$ cat config.mk
export PLATFORM = sky130hd
export DESIGN_NAME = mem_port_arbiter
export DESIGN_NICKNAME = d
export VERILOG_FILES = /design/src/rtl/mem_port_arbiter.sv
export SDC_FILE = /design/constraint.sdc
export NUM_CORES = 1
export LEC_CHECK = 0
export BUFFER_PORTS_ARGS = -buffer_cell sky130_fd_sc_hd__buf_2
export CORE_MARGIN = 2
export CORE_UTILIZATION = 40
export CTS_BUF_LIST = sky130_fd_sc_hd__clkbuf_4 sky130_fd_sc_hd__clkbuf_8 sky130_fd_sc_hd__clkbuf_16
export DETAILED_ROUTE_END_ITERATION = 16
export HOLD_SLACK_MARGIN = 0.02
export PLACE_DENSITY = 0.74
export SYNTH_ARGS = -nofsm -noshare
export SYNTH_HDL_FRONTEND = slang
export SYNTH_SLANG_ARGS = --single-unit
$ cat constraint.sdc
create_clock -name clock -period 3.8 [get_ports clock]
set_input_delay 0.19 -clock clock [delete_from_list [all_inputs] [get_ports clock]]
set_output_delay 0.19 -clock clock [all_outputs]
set_load 0.01 [all_outputs]
$ cat src/rtl/mem_port_arbiter.sv
// Two-port (fetch / load-store) arbiter in front of a single-port word memory.
// Define ARB_FAIR_EN for alternating priority under contention; default is data-over-fetch.
module mem_port_arbiter #(
  parameter int ADDR_W = 32,
  parameter int DATA_W = 32
) (
  input  logic              clock,
  input  logic              reset,
  input  logic              i_req,
  input  logic [ADDR_W-1:0] i_addr,
  output logic [DATA_W-1:0] i_rdata,
  output logic              i_ack,
  input  logic              d_req,
  input  logic              d_we,
  input  logic [ADDR_W-1:0] d_addr,
  input  logic [DATA_W-1:0] d_wdata,
  output logic [DATA_W-1:0] d_rdata,
  output logic              d_ack,
  output logic              m_req,
  output logic              m_we,
  output logic [ADDR_W-1:0] m_addr,
  output logic [DATA_W-1:0] m_wdata,
  input  logic [DATA_W-1:0] m_rdata,
  input  logic              m_ready
);

  typedef enum logic [1:0] {IDLE, GNT_I, GNT_D, RESP} state_t;
  typedef enum logic {OWN_I = 1'b0, OWN_D = 1'b1} own_t;
  typedef struct packed {
    logic              we;
    logic [ADDR_W-1:0] addr;
    logic [DATA_W-1:0] wdata;
  } mreq_t;

  state_t            state, state_nx;
  own_t              owner, owner_nx;
  mreq_t             mreq, mreq_nx;
  logic [DATA_W-1:0] resp, resp_nx;
  logic              pick_d;

`ifdef ARB_FAIR_EN
  own_t last, last_nx;
  // Contended grant goes to whichever port did not own the previous transaction.
  assign pick_d = d_req && (!i_req || (last == OWN_I));
`else
  assign pick_d = d_req;
`endif

  always_ff @(posedge clock or posedge reset) begin
    if (reset) begin
      state <= IDLE;
      owner <= OWN_I;
      mreq  <= '0;
      resp  <= '0;
`ifdef ARB_FAIR_EN
      last  <= OWN_I;
`endif
    end else begin
      state <= state_nx;
      owner <= owner_nx;
      mreq  <= mreq_nx;
      resp  <= resp_nx;
`ifdef ARB_FAIR_EN
      last  <= last_nx;
`endif
    end
  end

  always_comb begin
    state_nx = state;
    owner_nx = owner;
    mreq_nx  = mreq;
    resp_nx  = resp;
`ifdef ARB_FAIR_EN
    last_nx  = last;
`endif
    case (state)
      IDLE: begin
        if (pick_d) begin
          state_nx      = GNT_D;
          owner_nx      = OWN_D;
          mreq_nx.we    = d_we;
          mreq_nx.addr  = d_addr;
          mreq_nx.wdata = d_wdata;
        end else if (i_req) begin
          state_nx      = GNT_I;
          owner_nx      = OWN_I;
          mreq_nx.we    = 1'b0;
          mreq_nx.addr  = i_addr;
          mreq_nx.wdata = '0;
        end
`ifdef ARB_FAIR_EN
        if (pick_d || i_req) last_nx = owner_nx;
`endif
      end
      GNT_I, GNT_D: begin
        if (m_ready) begin
          resp_nx  = m_rdata;
          state_nx = RESP;
        end
      end
      RESP:    state_nx = IDLE;
      default: state_nx = IDLE;
    endcase
  end

  // Everything below is decoded from registered state, so reset clears it at once.
  assign m_req   = (state == GNT_I) || (state == GNT_D);
  assign m_we    = mreq.we;
  assign m_addr  = mreq.addr;
  assign m_wdata = mreq.wdata;
  assign i_ack   = (state == RESP) && (owner == OWN_I);
  assign d_ack   = (state == RESP) && (owner == OWN_D);
  assign i_rdata = i_ack ? resp : '0;
  assign d_rdata = d_ack ? resp : '0;

  a_mreq_hold: assert property (@(posedge clock) disable iff (reset)
    (m_req && !m_ready) |=> (m_req && $stable(m_addr) && $stable(m_we) && $stable(m_wdata)));

endmodule
After elaboration in Yosys (flattened, before gate mapping)
Index checks and enable logic that the tools add are counted.

Bits in registers: 100. Input bits: 134. Output and inout port bits: 132. Word-level logic and storage cells: 31.

Eq/ne operators: 5. Mux-type cells: 10. Bitwise logic cells: 1. Reductions and logical operators: 9.

Operators by type and width (number): $mux 65 (2); $mux 32 (2); $mux 2 (3); $pmux 2 s3 (1); $reduce_and 2->1 (3); $eq 2x2->1 const B (2); $ne 3x3->1 const B (1); $eq 2x1->1 const B (1); $logic_and 1x1->1 (2); $logic_not 2->1 (1); $mux 1 (2); $ne 2x2->1 const B (1); $reduce_bool 2->1 (1); $reduce_or 2->1 (1); $logic_or 1x1->1 (1); $not 1->1 (1).

Depth between registers and ports, before layout
Depth in word-level cells: 4. Depth in mapped cells: 8. Gate-level depth less buffers: 5.

Worst setup path before layout
No wires, ideal clock.

Kind: reg-to-reg. From: register state[0]. To: register resp[0]. Setup time: 0.125 ns. Arrival time: 1.454 ns. Required time: 3.675 ns. Slack: 2.222 ns. Stages on the path, launching flop included: 6. Path buffers: 1. Clock period less this slack: 1.578 ns. Path through: dfrtp_1 > inv_1 > ha_1 > nand2_1 > buf_2 > mux2_2.

Word-level cells in the longest chain between the ends: 3. Elaborated cells on any way between the ends: 4. Classes of those cells: eq/ne (2); reduce/logical (2).

RTL lines: from (decl) (RTL line 35) `state_t state, state_nx;`; from (signal assigned) (RTL line 59) `state <= state_nx;`; $eq 2x1->1 or $eq 2x2->1 (tied branches) (RTL line 77) `case (state)`; $reduce_or 2->1 * (RTL line 77); $reduce_and 2->1 (no source line) *; to (signal assigned) (RTL line 62) `resp <= resp_nx;`; to (decl) (RTL line 38) `logic [DATA_W-1:0] resp, resp_nx;`.

Every way passes the cells marked *; elsewhere a longest branch is shown, timed or not. A chain may end at the register's enable or synchronous reset.

Final worst setup path
From: register owner. To: output port i_rdata[5].

Word-level cells in the longest chain between the ends: 3.

RTL lines: from (decl) (RTL line 36) `own_t owner, owner_nx;`; from (signal assigned) (RTL line 60) `owner <= owner_nx;`; $not 1->1 (RTL line 112) `assign i_ack = (state == RESP) && (owner == OWN_I);`; $logic_and 1x1->1 (RTL line 112); $mux 32 (RTL line 114) `assign i_rdata = i_ack ? resp : '0;`; to (decl) (RTL line 11) `output logic [DATA_W-1:0] i_rdata,`.

Every way passes these cells.

==> results.md <==
* FF-to-FF setup slack at 1.84 ns
* Layout cells sized above 1 at 46.0%
* Overall die width at 111 um
* Maxcap violations at 0
* Post-synth EDFFs at 0
* Placed Cells incl. Taps at 828
* Crit path buf inv count at 1
* CTS tree: yes
* Final core utilization at 55.6%
* I/O Buffers at 265
* Worst Path Arrival at 2.20 ns
* Lkg Pwr at 3.69 nW
* CTS Buffer Depth at 2
* Run status: finished, final reports clean
* Total track usage at 19.0%
* Die area at 12400 sq um
* Mean Syn Cell Area at 10.3 sq um
* Clock transition at path regs at 0.06 ns
* Fin cells at 844
* Largest net degree at the start of global routing at 72
* Reg-to-reg endpoint: m_addr[22]
* Total negative slack at 0 ns
* Most used DFF post-synth: dfrtp_1
* Rel. slew slack at 40.8%
* Vias in the first global route at 3983
* Routability Congestion at 0.951
* Async SR Flop Fraction at 100%
* Critical R2R Launch: state[0]
* Starting Density at 40.6%
* Fillcell total at 1001
* Syn Inst Count at 448
* CP max FO at 35
* Slew Limit Fails at 0
* Global-route wire length before repair at 19100 um
* Clk Tree Root Cell: clkbuf_16
* Final setup vio count at 0
* Crit-path cells: and2b_1 > and2_1 > buf_2
* Rows at 39
* Syn_nets at 585
* H-tree Lvls at 3
* Setup slack at placement at 1.75 ns
* Total Routed Length at 11600 um
* CP startpoint kind: flip-flop
* Clk_skew at 0.00466 ns
* Final worst-path setup slack at 1.41 ns
* Core Box Area at 11300 sq um
* Register area at 2500 sq um
* Register bit count reported by yosys at 100
* Drt pass-1 iters at 5
* Min Hold Slack at 0.0154 ns
* Final Hold Vio Count at 0
* Mapped Area at 4600 sq um
* FMAX at 0.419 GHz
* Cell count of the worst reg-to-reg path at 5
* Initial antenna violation count at 1
* Syn-to-layout area delta at 36.9%
* Register area share after synthesis at 54.4%
* Drt wl/cell at 13.8 um
* Min-Delay Path Class: input port to asynchronous set/reset pin
* Worst skew pair latency at 0.33 ns
* Final nets at 833
* Min cycle time layout at 2.39 ns
* Drt first-iter violations at 160
* Resize count post-CTS at 0
* Worst Path Required at 3.61 ns
* Largest delay share family, worst path: simple AND/OR/NAND/NOR gates
* CP Capture Type: output pin
* Pwr/cell area at 764 nW/um^2
* Synth cell types at 22
* Critical path class: flip-flop to output pin
* ANT nets after route at 0
* Post-CTS Setup Inserts at 0
* Crit share post-route at 62.8%
* Max VDD drop at 0.357 mV
* CTS Buf Count at 9
* Worst path max stage delay at 0.83 ns
* I/O Pins at 266
* Hpwl dp at 8900 um
* RSZ-0062 raised after global routing: false
* CTS sink count at 100
* Die height at 111 um
* Cts hold-fix bufs at 0
* Via count at 4008
* Yosys warns at 0
* Via density at 4.75
* Worst slew pin tran at 0.888 ns
* Critical path's slowest cell: and2b_1
* GR Overflow Total at 0
* Area of the multi-input gates at 1910 sq um
* Drt drc at 0
cells in the mapped netlist, types with 3 or more instances:
| library cell | instances | share of area (%) |
|---|---|---|
| nand2_1 | 104 | 8.5 |
| dfrtp_1 | 100 | 54 |
| mux2_2 | 34 | 8.3 |
| and2_1 | 33 | 4.5 |
| nand3_1 | 33 | 3.6 |
| o21ai_0 | 33 | 3.6 |
| and3_1 | 32 | 4.4 |
| mux2i_1 | 32 | 7.0 |
| buf_2 | 16 | 1.7 |
| clkbuf_1 | 9 | 0.73 |
| buf_4 | 4 | 0.65 |
| inv_1 | 4 | 0.33 |
| ha_1 | 3 | 0.82 |
final cells by class:
| class | instances | share of cell area (%) |
|---|---|---|
| multi-input combinational | 310 | 30.4 |
| inverter | 4 | 0.278 |
| timing repair buffer | 271 | 21.8 |
| sequential | 100 | 39.7 |
| clock buffer | 14 | 4.47 |
| clock inverter | 1 | 0.477 |
| antenna | 1 | 0.0397 |
| tap | 143 | 2.84 |
cells by family (layout without fill, tap and decap cells):
| family | Yosys count | in the layout | share of synthesized area, % |
|---|---|---|---|
| simple gates | 206 | 206 | 21.4 |
| flops | 100 | 100 | 54.4 |
| mux | 66 | 66 | 15.3 |
| buf+inv | 38 | 290 | 4.00 |
| compound gates | 35 | 35 | 4.05 |
| fa+ha+maj | 3 | 3 | 0.816 |
| other cells | 0 | 1 | 0 |
cell usage in the layout, fill, tap and decap left out, types with 2 or more instances in the layout:
master,Yosys,routed
nand3_1,33,33
mux2_2,34,34
nand2_1,104,104
ha_1,3,3
buf_4,4,6
inv_1,4,3
clkbuf_8,0,3
clkbuf_4,1,2
clkbuf_16,0,9
o21ai_0,33,33
mux2i_1,32,32
buf_2,16,265
dfrtp_1,100,100
and3_1,32,32
and2_1,33,33
worst reg2reg max path, cell delays in order (launching register included):
cell	delay, ns
dfrtp_1	0.37
inv_1	0.08
ha_1	0.25
o21ai_4	0.30
buf_4	0.60
o21ai_0	0.22
how the worst max path moves through the flow:
| stage | start | endpoint | cells past startpoint |
|---|---|---|---|
| final | owner | i_rdata[5] | 3 |
| after global routing | owner | i_rdata[4] | 3 |
| after CTS | owner | i_rdata[5] | 3 |
| after detailed placement | owner | i_rdata[5] | 3 |
| after global placement | d_req | m_addr[15] | 4 |
| after floorplan | reset | m_addr[0] | 1 |
sequential cells by signal (all words and copies together) (netlist names):
name,count
m_addr,32
m_wdata,32
m_we,1
owner,1
resp,32
state,2
stage by stage:
stage / total power (W) / instance area (sq um)
floorplan: 0.00315 / 4600
global placement: 0.00383 / 5980
detailed placement: 0.00393 / 5980
CTS: 0.00487 / 6290
global route: 0.00518 / 6290
finish: 0.00481 / 6300
where the power goes:
group          total (W)  leakage [nW]  internal, W  switching, W
logic            0.00197          2.30     0.000887       0.00109
clock network   0.000934         0.156     0.000576      0.000358
registers        0.00190          1.23      0.00158      0.000328
total            0.00481          3.69      0.00304       0.00177
per-layer routing:
layer  track usage (%)  wire, um  vias to the layer above
li1                  -         -                     1988
met1              22.6      4640                     1831
met2              33.7      5970                      175
met3              5.30       881                       14
met4              5.35       154                        0
met5                 0         0                        -
No activity file was read; power rests on OpenSTA's default activity.
